`src/rtl/trap_ctrl.sv`:
```
// Machine-mode trap sequencer: detects exceptions, mret and enabled interrupts in EX,
// then drives the shared CSR write port across several cycles before redirecting the PC.
module trap_ctrl #(
  parameter int unsigned XLEN         = 32,
  parameter bit          MTVEC_VEC_EN = 1'b1
) (
  input  logic            clk,
  input  logic            rst_n,
  input  logic            ex_valid,
  input  logic [XLEN-1:0] ex_pc,
  input  logic            ex_illegal,
  input  logic            ex_ecall,
  input  logic            ex_mret,
  input  logic            irq_ext,
  input  logic            irq_timer,
  input  logic [XLEN-1:0] csr_mstatus,
  input  logic [XLEN-1:0] csr_mtvec,
  input  logic [XLEN-1:0] csr_mepc,
  input  logic            pipe_csr_we,
  output logic            pipe_csr_grant,
  output logic            trap_csr_we,
  output logic [11:0]     trap_csr_addr,
  output logic [XLEN-1:0] trap_csr_wdata,
  output logic            stall,
  output logic            flush,
  output logic            redirect_valid,
  output logic [XLEN-1:0] redirect_pc,
  output logic            busy
);

  localparam logic [11:0]     AddrMstatus = 12'h300;
  localparam logic [11:0]     AddrMepc    = 12'h341;
  localparam logic [11:0]     AddrMcause  = 12'h342;
  localparam logic [XLEN-1:0] CauseIll    = XLEN'(2);
  localparam logic [XLEN-1:0] CauseEcall  = XLEN'(11);
  localparam logic [XLEN-1:0] CauseExt    = {1'b1, (XLEN-1)'(11)};
  localparam logic [XLEN-1:0] CauseTimer  = {1'b1, (XLEN-1)'(7)};

  typedef enum logic [2:0] {
    StIdle, StWMepc, StWMcause, StWMstatus, StTRedirect, StMMstatus, StMRedirect
  } state_e;

  state_e          state_q, state_d;
  logic [XLEN-1:0] epc_q, epc_d;
  logic [XLEN-1:0] cause_q, cause_d;

  logic            mie, irq_pend, take, is_mret;
  logic [XLEN-1:0] cause_sel, trap_ms, mret_ms, base;

  always_comb begin
    mie      = csr_mstatus[3];
    irq_pend = mie & (irq_ext | irq_timer);
    take     = (state_q == StIdle) & ex_valid &
               (ex_illegal | ex_ecall | ex_mret | irq_pend);
    is_mret  = ex_mret & ~ex_illegal & ~ex_ecall;

    if (ex_illegal)         cause_sel = CauseIll;
    else if (ex_ecall)      cause_sel = CauseEcall;
    else if (irq_ext & mie) cause_sel = CauseExt;
    else                    cause_sel = CauseTimer;

    trap_ms        = csr_mstatus;
    trap_ms[7]     = csr_mstatus[3];
    trap_ms[3]     = 1'b0;
    trap_ms[12:11] = 2'b11;

    mret_ms        = csr_mstatus;
    mret_ms[3]     = csr_mstatus[7];
    mret_ms[7]     = 1'b1;
    mret_ms[12:11] = 2'b11;

    base = csr_mtvec & ~XLEN'(3);
  end

  always_comb begin
    state_d        = state_q;
    epc_d          = epc_q;
    cause_d        = cause_q;
    pipe_csr_grant = 1'b0;
    trap_csr_we    = 1'b0;
    trap_csr_addr  = 12'h000;
    trap_csr_wdata = '0;
    stall          = 1'b0;
    flush          = 1'b0;
    redirect_valid = 1'b0;
    redirect_pc    = '0;
    busy           = (state_q != StIdle);

    unique case (state_q)
      StIdle: begin
        stall          = take;
        flush          = take;
        pipe_csr_grant = pipe_csr_we & ~take;
        if (take) begin
          epc_d = ex_pc;
          if (is_mret) begin
            state_d = StMMstatus;
          end else begin
            cause_d = cause_sel;
            state_d = StWMepc;
          end
        end
      end
      StWMepc: begin
        stall          = 1'b1;
        flush          = 1'b1;
        trap_csr_we    = 1'b1;
        trap_csr_addr  = AddrMepc;
        trap_csr_wdata = epc_q;
        state_d        = StWMcause;
      end
      StWMcause: begin
        stall          = 1'b1;
        flush          = 1'b1;
        trap_csr_we    = 1'b1;
        trap_csr_addr  = AddrMcause;
        trap_csr_wdata = cause_q;
        state_d        = StWMstatus;
      end
      StWMstatus: begin
        stall          = 1'b1;
        flush          = 1'b1;
        trap_csr_we    = 1'b1;
        trap_csr_addr  = AddrMstatus;
        trap_csr_wdata = trap_ms;
        state_d        = StTRedirect;
      end
      StTRedirect: begin
        stall          = 1'b1;
        flush          = 1'b1;
        redirect_valid = 1'b1;
        // Vectoring applies to interrupts only, and only for mtvec mode 01.
        if (MTVEC_VEC_EN && cause_q[XLEN-1] && (csr_mtvec[1:0] == 2'b01)) begin
          redirect_pc = base + (XLEN'(cause_q[4:0]) << 2);
        end else begin
          redirect_pc = base;
        end
        state_d = StIdle;
      end
      StMMstatus: begin
        stall          = 1'b1;
        flush          = 1'b1;
        trap_csr_we    = 1'b1;
        trap_csr_addr  = AddrMstatus;
        trap_csr_wdata = mret_ms;
        state_d        = StMRedirect;
      end
      StMRedirect: begin
        stall          = 1'b1;
        flush          = 1'b1;
        redirect_valid = 1'b1;
        redirect_pc    = csr_mepc;
        state_d        = StIdle;
      end
      default: state_d = StIdle;
    endcase
  end

  always_ff @(posedge clk) begin
    if (!rst_n) begin
      state_q <= StIdle;
      epc_q   <= '0;
      cause_q <= '0;
    end else begin
      state_q <= state_d;
      epc_q   <= epc_d;
      cause_q <= cause_d;
    end
  end

endmodule
```
`config.mk`:
```
export PLATFORM = sky130hd
export DESIGN_NAME = trap_ctrl
export DESIGN_NICKNAME = d
export VERILOG_FILES = /design/src/rtl/trap_ctrl.sv
export SDC_FILE = /design/constraint.sdc
export NUM_CORES = 1
export LEC_CHECK = 0
export CAP_MARGIN = 20
export CORE_MARGIN = 4
export CORE_UTILIZATION = 37
export CTS_CLUSTER_DIAMETER = 40
export DETAILED_ROUTE_END_ITERATION = 7
export PLACE_DENSITY = 0.9
export SLEW_MARGIN = 20
export SYNTH_ARGS = -nofsm -noshare
export SYNTH_HDL_FRONTEND = slang
export SYNTH_SLANG_ARGS = --single-unit
```
`constraint.sdc`:
```
create_clock -name clk -period 2.5 [get_ports clk]
set_input_delay 0.375 -clock clk [delete_from_list [all_inputs] [get_ports clk]]
set_output_delay 0.375 -clock clk [all_outputs]
set_load 0.02 [all_outputs]
```
==> results of run 1 <==
[cell usage in the layout, fill, tap and decap left out, types with 3 or more instances in the layout]
cell | synthesis | final
clkdlybuf4s50_1 | 0 | 139
nand2_1 | 113 | 113
buf_4 | 16 | 78
dfxtp_1 | 40 | 37
dlygate4sd2_1 | 0 | 27
a22o_1 | 24 | 24
a21boi_0 | 24 | 24
o21ai_1 | 12 | 19
nor2_1 | 20 | 17
xor2_1 | 16 | 16
o21ai_0 | 22 | 14
nand4_1 | 13 | 13
dlymetal6s2s_1 | 0 | 12
a21oi_1 | 12 | 11
buf_6 | 0 | 11
xnor2_1 | 11 | 10
inv_1 | 10 | 9
a21boi_1 | 9 | 9
buf_2 | 13 | 9
conb_1 | 1 | 7
nand3_1 | 9 | 6
nor3_1 | 6 | 6
clkbuf_8 | 0 | 6
buf_12 | 0 | 6
o21a_1 | 5 | 5
and2_1 | 5 | 5
nor2_2 | 1 | 4
mux2_2 | 4 | 4
a22oi_1 | 4 | 4
and3_1 | 4 | 4
a31oi_1 | 4 | 4
ha_4 | 0 | 4
nand2b_1 | 3 | 3
nand3_2 | 1 | 3
mux2i_1 | 3 | 3
clkbuf_2 | 0 | 3
[metrics by stage]
step                      hold slack, ns  total power [mW]
after floorplan                   0.4326             1.266
after global placement            0.4436             1.832
after detailed placement          0.4518             1.861
after CTS                         0.4633             2.330
after global routing              0.4837             2.453
final                             0.4598             2.332
[power by group]
| part | switching, mW | internal (mW) | leakage, nW |
|---|---|---|---|
| combinational | 0.565 | 0.588 | 2.39 |
| clock | 0.221 | 0.220 | 0.0510 |
| sequential | 0.0396 | 0.698 | 0.329 |
[sequential cells by signal, indices dropped and copies added, names as in the netlist]
register	flops
epc_q	32
cause_q	5
state_q	3
[critical path, stage by stage, from the launching register on]
cell and delay [ns]:
dfxtp_4 0.37, ha_4 0.13, inv_2 0.04, fa_2 0.37, nor2b_4 0.15, o31a_1 0.25, buf_4 0.15, and4bb_2 0.26
mux2i_1 0.19, nand2_1 0.09, buf_6 0.14
[layout make-up]
class	instances	area, um^2
Clock buffer	6	82.58
Tap cell	108	135.1
Clock inverter	2	10.01
Inverter	11	41.29
Fill cell	687	2552
Antenna cell	1	2.502
Timing Repair Buffer	287	2689
Multi-Input combinational cell	377	2486
Sequential cell	40	807.0
[how the worst min path moves through the flow]
stage               from        end  slack [ns]  cells after the start
2_1_floorplan   epc_q[0]   epc_q[0]        0.43                      2
3_3_place_gp    epc_q[2]   epc_q[2]        0.44                      2
3_5_place_dp   epc_q[30]  epc_q[30]        0.45                      2
4_1_cts        epc_q[30]  epc_q[30]        0.46                      2
5_1_grt         epc_q[7]   epc_q[7]        0.48                      2
6_report       epc_q[30]  epc_q[30]        0.46                      2
[cell families (layout without fill, tap and decap cells)]
family                   after synthesis  after routing  share of synthesized area
AND/OR/NAND/NOR                      203            203                     0.3054
buffers and inverters                 51            306                    0.07950
AO/OA/AOI/OAI                        128            128                     0.2630
flip-flops                            40             40                     0.2377
adder cells (fa/ha/maj)                5              5                    0.02080
multiplexers                           7              7                    0.02229
XOR/XNOR                              27             27                    0.07021
other                                  1              8                   0.001113
[what timing repair did]
action	in CTS	in global routing
buffers inserted	8	2
gates resized for setup	202	32
setup endpoints to repair	55	37
cloned	1	0
pin swaps	17	16
[metal layers]
layer | GRT usage | vias up | wire, um
met5 | 0 | - | 0
met4 | 0.09861 | 0 | 305
met3 | 0.07109 | 28 | 1351
met2 | 0.4657 | 205 | 7064
met1 | 0.2496 | 2039 | 5257
li1 | - | 2128 | -
==> flow_summary.html, run 1 <==
<table>
<tr><th>Metric</th><th>Value</th></tr>
<tr><th colspan="2">Status</th></tr>
<tr><td>Outcome</td><td>finished with violations</td></tr>
<tr><td>Failing checks</td><td>setup timing</td></tr>
<tr><th colspan="2">Place</th></tr>
<tr><td>Worst setup slack before clock tree synthesis</td><td>-1.053 ns</td></tr>
<tr><td>Post-DP HPWL</td><td>between 10000 and 15000 um</td></tr>
<tr><td># placed instances</td><td>814</td></tr>
<tr><td>Area after DPL</td><td>about 6000 um^2</td></tr>
<tr><td>Number of port buffers</td><td>between 200 and 250</td></tr>
<tr><td>RD Place Congestion</td><td>0.9403</td></tr>
<tr><th colspan="2">Critical path</th></tr>
<tr><td>Endpoint kind of the worst setup timing path</td><td>primary output</td></tr>
<tr><td>Setup crit start</td><td>cause_q[0]</td></tr>
<tr><td>End point of the critical path</td><td>redirect_pc[30]</td></tr>
<tr><td>Reg-to-Reg End</td><td>epc_q[15]</td></tr>
<tr><td>Endpoint arrival time on the critical path</td><td>between 2 and 2.5 ns</td></tr>
<tr><td>Kind of start point of the critical path</td><td>register</td></tr>
<tr><td>Flop2flop setup slack</td><td>0.68 ns</td></tr>
<tr><td>CP max FO</td><td>3</td></tr>
<tr><td>Type of the setup path with the least slack</td><td>register to primary output</td></tr>
<tr><td>Cell depth of the worst flop-to-flop path</td><td>7</td></tr>
<tr><td>Worst r2r src</td><td>state_q[1]</td></tr>
<tr><td>WP data required</td><td>2.12 ns</td></tr>
<tr><th colspan="2">Pwr</th></tr>
<tr><td>Static leakage</td><td>2.772 nW</td></tr>
<tr><td>Worst supply voltage drop on vdd</td><td>0.0003602 V</td></tr>
<tr><td>Areal power density over the cells</td><td>372.9 nW/um^2</td></tr>
<tr><th colspan="2">Route</th></tr>
<tr><td>Number of design rule violations left after detail routing</td><td>0</td></tr>
<tr><td>Overall via count from detail_route</td><td>between 4000 and 5000</td></tr>
<tr><td>Wirelength per Cell</td><td>16.80 um</td></tr>
<tr><td>Residual antenna-violating net count after detailed routing</td><td>0</td></tr>
<tr><td>Number of detailed-route iterations in the first pass</td><td>5</td></tr>
<tr><td>Total routed wirelength</td><td>13980 um</td></tr>
<tr><td>Post-detailed-route via-to-cell ratio</td><td>between 5 and 6</td></tr>
<tr><td>Iteration-0 DRC Markers</td><td>110</td></tr>
<tr><th colspan="2">Timing</th></tr>
<tr><td>Normalized max-slew margin</td><td>0.6536</td></tr>
<tr><td>Minimum clock period after layout</td><td>2.789 ns</td></tr>
<tr><td>F_max</td><td>358.5 MHz</td></tr>
<tr><td>Max Clock Skew</td><td>0.007816 ns</td></tr>
<tr><td>Setup Total Neg Slack</td><td>-2.124 ns</td></tr>
<tr><td>Final Hold Vio Count</td><td>0</td></tr>
<tr><td>Final-report max-slew violation count</td><td>0</td></tr>
<tr><td>Setup violators final</td><td>13</td></tr>
<tr><td>Transition at the pin with the smallest max-transition slack</td><td>0.5180 ns</td></tr>
<tr><td>Final period util</td><td>1.116</td></tr>
<tr><td>Final worst slack</td><td>-0.2891 ns</td></tr>
<tr><td>Unrepaired setup endpoints after global routing</td><td>yes</td></tr>
<tr><th colspan="2">Synthesis</th></tr>
<tr><td>Synth top area share</td><td>0.2377</td></tr>
<tr><td>Synth warn</td><td>0</td></tr>
<tr><td>Post-synth EDFFs</td><td>0</td></tr>
<tr><td>Cell area after synthesis</td><td>3368 um^2</td></tr>
<tr><td>Synthesized instance count</td><td>462</td></tr>
<tr><td>Top area cells in the synthesized netlist</td><td>dfxtp_1 (24%), nand2_1 (13%), a22o_1 (6.2%)</td></tr>
<tr><td>Post-synthesis sequential area ratio</td><td>0.2377</td></tr>
<tr><td>Top_reg_cell synth</td><td>dfxtp_1</td></tr>
<tr><td>Average instance area after synthesis</td><td>7.291 um^2</td></tr>
<tr><td>Total of flip-flops plus latches after synthesis</td><td>40</td></tr>
<tr><td>Proportion of register bits with asynchronous set or reset after synthesis</td><td>0</td></tr>
<tr><td>Synth area leader</td><td>dfxtp_1</td></tr>
<tr><td>Unique masters post-synth</td><td>66</td></tr>
<tr><td>Most instantiated library cell after synthesis</td><td>nand2_1</td></tr>
<tr><td>Post-synth top cells</td><td>nand2_1 (113), dfxtp_1 (40), a21boi_0 (24), a22o_1 (24), o21ai_0 (22)</td></tr>
<tr><th colspan="2">Final layout</th></tr>
<tr><td>Share of cells above drive strength 1</td><td>0.2213</td></tr>
<tr><td>Synthesis-to-finish area growth</td><td>85.66%</td></tr>
<tr><td>Final Core Density</td><td>0.7101</td></tr>
<tr><td>Count of non-filler cells in the finished layout</td><td>832</td></tr>
<tr><td>Total number of nets in the final design</td><td>864</td></tr>
<tr><td>Summed area of non-filler cells in the final layout</td><td>6254 um^2</td></tr>
<tr><th colspan="2">Floorplanning</th></tr>
<tr><td>Top-Level Pins</td><td>219</td></tr>
<tr><td>Die extent in x</td><td>roughly 100 um</td></tr>
<tr><td>Starting density of the core</td><td>0.3825</td></tr>
<tr><td>Std cell rows</td><td>34</td></tr>
<tr><td>Core ar.</td><td>8806 um^2</td></tr>
<tr><td>Die Outline Area</td><td>about 11000 um^2</td></tr>
<tr><td>Die Ht</td><td>103.4 um</td></tr>
<tr><th colspan="2">Global route</th></tr>
<tr><td>Vias in the first global route</td><td>4482</td></tr>
<tr><td>GR Overflow Total</td><td>0</td></tr>
<tr><td>First-pass GRT wire length</td><td>20830 um</td></tr>
<tr><td>Maximum number of pins on one net before global-route repair</td><td>28</td></tr>
<tr><td>GRT Resource Usage Total</td><td>0.2456</td></tr>
<tr><td>Antenna violations before repair</td><td>0</td></tr>
<tr><th colspan="2">CTS</th></tr>
<tr><td>Sinks on the clock net</td><td>40</td></tr>
<tr><td>Root Buffer</td><td>clkbuf_8</td></tr>
<tr><td>Clock buffer count from CTS</td><td>5</td></tr>
<tr><td>CTS H-tree depth</td><td>2</td></tr>
<tr><td>Clock Latency Late Sink</td><td>0.29 ns</td></tr>
<tr><td>CTS tree</td><td>built</td></tr>
<tr><td>Clk slew on worst S/H paths</td><td>~0.080 ns</td></tr>
<tr><td>Buffers from clock root to sink, at most</td><td>2</td></tr>
<tr><td>Count of hold buffers inserted by post-cts repair</td><td>0</td></tr>
<tr><th colspan="2">Flow run</th></tr>
<tr><td>Number of violations of the max-capacitance limit</td><td>0</td></tr>
<tr><th colspan="2">Min path</th></tr>
<tr><td>Min-Delay Path Class</td><td>register to register</td></tr>
</table>
Note: power is estimated with default switching activity, not from simulation.
==> run 2: changes to the inputs <==
--- a/config.mk
+++ b/config.mk
@@ -6,7 +6,6 @@
 export NUM_CORES = 1
 export LEC_CHECK = 0
 export CAP_MARGIN = 20
-export CORE_MARGIN = 4
 export CORE_UTILIZATION = 37
 export CTS_CLUSTER_DIAMETER = 40
 export DETAILED_ROUTE_END_ITERATION = 7
==> flow_summary.html, run 2 (synthesis results as in run 1) <==
<table>
<tr><th>Metric</th><th>Value</th></tr>
<tr><th colspan="2">Status</th></tr>
<tr><td>Outcome</td><td>finished with violations</td></tr>
<tr><td>Failing checks</td><td>setup timing</td></tr>
<tr><th colspan="2">Place</th></tr>
<tr><td>RD Place Congestion</td><td>between 0.9 and 1</td></tr>
<tr><td>Number of port buffers</td><td>209</td></tr>
<tr><td>Post-DP HPWL</td><td>approximately 10000 um</td></tr>
<tr><td>Worst setup slack before clock tree synthesis</td><td>-1.130 ns</td></tr>
<tr><td>Area after DPL</td><td>6020 um^2</td></tr>
<tr><td># placed instances</td><td>820</td></tr>
<tr><th colspan="2">Timing</th></tr>
<tr><td>Unrepaired setup endpoints after global routing</td><td>yes</td></tr>
<tr><td>Setup violators final</td><td>13</td></tr>
<tr><td>Final worst slack</td><td>-0.1586 ns</td></tr>
<tr><td>Final-report max-slew violation count</td><td>0</td></tr>
<tr><td>F_max</td><td>376.1 MHz</td></tr>
<tr><td>Max Clock Skew</td><td>0.006476 ns</td></tr>
<tr><td>Final Hold Vio Count</td><td>0</td></tr>
<tr><td>Setup Total Neg Slack</td><td>-1.198 ns</td></tr>
<tr><td>Minimum clock period after layout</td><td>2.659 ns</td></tr>
<tr><td>Final period util</td><td>1.063</td></tr>
<tr><th colspan="2">Critical path</th></tr>
<tr><td>Reg-to-Reg End</td><td>epc_q[12]</td></tr>
<tr><td>Flop2flop setup slack</td><td>roughly 0.74 ns</td></tr>
<tr><td>Endpoint kind of the worst setup timing path</td><td>primary output</td></tr>
<tr><td>Number of buffers and inverters on the critical path</td><td>3</td></tr>
<tr><td>Kind of start point of the critical path</td><td>register</td></tr>
<tr><td>Worst r2r src</td><td>state_q[1]</td></tr>
<tr><td>Largest stage delay, worst path</td><td>0.37 ns</td></tr>
<tr><td>Largest delay share family, worst path</td><td>simple AND/OR/NAND/NOR gates</td></tr>
<tr><td>Crit path max-delay cell type</td><td>dfxtp_4</td></tr>
<tr><td>Endpoint arrival time on the critical path</td><td>2.28 ns</td></tr>
<tr><td>CP max FO</td><td>6</td></tr>
<tr><td>Type of the setup path with the least slack</td><td>register to primary output</td></tr>
<tr><td>WP data required</td><td>2.12 ns</td></tr>
<tr><td>Cell depth of the worst flop-to-flop path</td><td>7</td></tr>
<tr><td>Most prevalent standard cell on the critical path</td><td>buf_6</td></tr>
<tr><td>Sequence of cells on the critical path</td><td>ha_4, inv_2, fa_2, nor2b_4, o31a_1, buf_6, and4bb_2, mux2i_1, nand2_1, buf_6</td></tr>
<tr><th colspan="2">Floorplanning</th></tr>
<tr><td>Die Ht</td><td>97.41 um</td></tr>
<tr><td>Die extent in x</td><td>97.41 um</td></tr>
<tr><td>Std cell rows</td><td>34</td></tr>
<tr><td>Top-Level Pins</td><td>around 220</td></tr>
<tr><td>Core ar.</td><td>8763 um^2</td></tr>
<tr><td>Starting density of the core</td><td>0.3844</td></tr>
<tr><td>Die Outline Area</td><td>9489 um^2</td></tr>
<tr><th colspan="2">Final layout</th></tr>
<tr><td>Area used by multi-input combinational logic</td><td>2520 um^2</td></tr>
<tr><td>Most frequent standard cell in the layout excluding fill and tap cells</td><td>clkdlybuf4s50_1</td></tr>
<tr><td>Top Registers</td><td>epc_q: 32 flops, cause_q: 5 flops, state_q: 3 flops</td></tr>
<tr><td>Final Core Density</td><td>0.7259</td></tr>
<tr><td>Total of fill cells in the finished design</td><td>676</td></tr>
<tr><td>Count of non-filler cells in the finished layout</td><td>841</td></tr>
<tr><td>Total number of nets in the final design</td><td>between 800 and 900</td></tr>
<tr><td>Most flop-heavy register</td><td>epc_q</td></tr>
<tr><td>Number of diodes</td><td>0</td></tr>
<tr><td>Flip-flop and latch area</td><td>slightly above 800 um^2</td></tr>
<tr><td>Summed area of non-filler cells in the final layout</td><td>6361 um^2</td></tr>
<tr><td>Commonest non-fill, non-tap cells in the layout</td><td>clkdlybuf4s50_1 (132), nand2_1 (113), buf_4 (93)</td></tr>
<tr><td>Flip-flop count of the largest register, all copies and words added</td><td>32</td></tr>
<tr><td>Synthesis-to-finish area growth</td><td>88.86%</td></tr>
<tr><td>Share of cells above drive strength 1</td><td>0.2360</td></tr>
<tr><th colspan="2">CTS</th></tr>
<tr><td>Sinks on the clock net</td><td>40</td></tr>
<tr><td>Root Buffer</td><td>clkbuf_8</td></tr>
<tr><td>Clk slew on worst S/H paths</td><td>roughly 0.080 ns</td></tr>
<tr><td>Clock Latency Late Sink</td><td>~0.29 ns</td></tr>
<tr><td>CTS tree</td><td>built</td></tr>
<tr><td>Clock buffer count from CTS</td><td>5</td></tr>
<tr><td>Buffers from clock root to sink, at most</td><td>2</td></tr>
<tr><td>CTS H-tree depth</td><td>2</td></tr>
<tr><th colspan="2">Route</th></tr>
<tr><td>Post-detailed-route via-to-cell ratio</td><td>5.304</td></tr>
<tr><td>Number of design rule violations left after detail routing</td><td>0</td></tr>
<tr><td>Residual antenna-violating net count after detailed routing</td><td>0</td></tr>
<tr><td>Number of detailed-route iterations in the first pass</td><td>4</td></tr>
<tr><td>Iteration-0 DRC Markers</td><td>134</td></tr>
<tr><td>Total routed wirelength</td><td>13710 um</td></tr>
<tr><td>Wirelength per Cell</td><td>approximately 16 um</td></tr>
<tr><td>Overall via count from detail_route</td><td>about 4500</td></tr>
<tr><th colspan="2">Min path</th></tr>
<tr><td>Min-Delay Path Class</td><td>register to register</td></tr>
<tr><td>Worst Hold Path Cells</td><td>2</td></tr>
<tr><td>Start point of the worst hold path</td><td>epc_q[7]</td></tr>
<tr><td>Sink of the worst hold path</td><td>epc_q[7]</td></tr>
<tr><th colspan="2">Global route</th></tr>
<tr><td>GRT Resource Usage Total</td><td>0.2820</td></tr>
<tr><td>Maximum number of pins on one net before global-route repair</td><td>28</td></tr>
<tr><td>GR Overflow Total</td><td>0</td></tr>
<tr><td>First-pass GRT wire length</td><td>22110 um</td></tr>
<tr><td>Vias in the first global route</td><td>4654</td></tr>
<tr><td>Antenna violations before repair</td><td>0</td></tr>
<tr><th colspan="2">Flow run</th></tr>
<tr><td>Number of violations of the max-capacitance limit</td><td>0</td></tr>
<tr><th colspan="2">Pwr</th></tr>
<tr><td>Static leakage</td><td>2.849 nW</td></tr>
<tr><td>Worst supply voltage drop on vdd</td><td>0.0003864 V</td></tr>
<tr><td>Areal power density over the cells</td><td>381.4 nW/um^2</td></tr>
</table>
==> run 2: power by group <==
part           internal [mW]  switching, mW  leakage (nW)  total [mW]
Clock                  0.297          0.235        0.0552       0.531
Combinational          0.594          0.563          2.46        1.16
Sequential             0.697         0.0407         0.330       0.738
Total                   1.59          0.838          2.85        2.43
==> run 2: metrics by stage <==
stage          hold WS [ns]  power [mW]
2_1_floorplan        0.4326       1.266
3_3_place_gp         0.4440       1.843
3_5_place_dp         0.4514       1.871
4_1_cts              0.4639       2.425
5_1_grt              0.4903       2.553
6_report             0.4599       2.426
==> run 2: worst max path at each step <==
stage	slack [ns]	to	from	cells after the start
2_1_floorplan	0.01	redirect_pc[16]	csr_mtvec[2]	8
3_5_place_dp	-1.13	redirect_pc[12]	csr_mtvec[2]	11
4_1_cts	-0.18	redirect_pc[30]	cause_q[0]	10
5_1_grt	-0.27	redirect_pc[16]	cause_q[0]	11
6_report	-0.16	redirect_pc[30]	cause_q[0]	10
3_3_place_gp	-1.04	redirect_pc[12]	csr_mtvec[2]	11
==> run 2: cell type report <==
class,count,share of cell area
Timing Repair Buffer,297,0.4319
Clock inverter,2,0.005507
Clock buffer,6,0.01141
Inverter,11,0.006491
Multi-Input combinational cell,377,0.3961
Sequential cell,40,0.1273
Tap cell,108,0.02124
==> run 2: repair_timing <==
item / in CTS / in global routing
pin swaps: 16 / 23
hold buffers: 0 / 0
cloned: 1 / 0
buffers inserted: 8 / 4
hold endpoints to repair: 0 / 0
resized for setup: 208 / 47
endpoints found under the setup margin: 57 / 33
==> run 2: per-layer routing <==
| layer | track usage | wire length (um) | vias to the layer above |
|---|---|---|---|
| met5 | 0 | 0 | - |
| met4 | 0.09955 | 401 | 0 |
| met3 | 0.05683 | 978 | 38 |
| met2 | 0.5352 | 7064 | 213 |
| met1 | 0.3062 | 5267 | 2067 |
| li1 | - | - | 2143 |
==> run 2: worst reg2reg max path: cells and delay by family (launching register included) <==
kind	cells	cell delay, ns
and+or+nand+nor	3	0.60
buffers and inverters	3	0.53
DFF	1	0.36
AOI/OAI and AO/OA	1	0.17
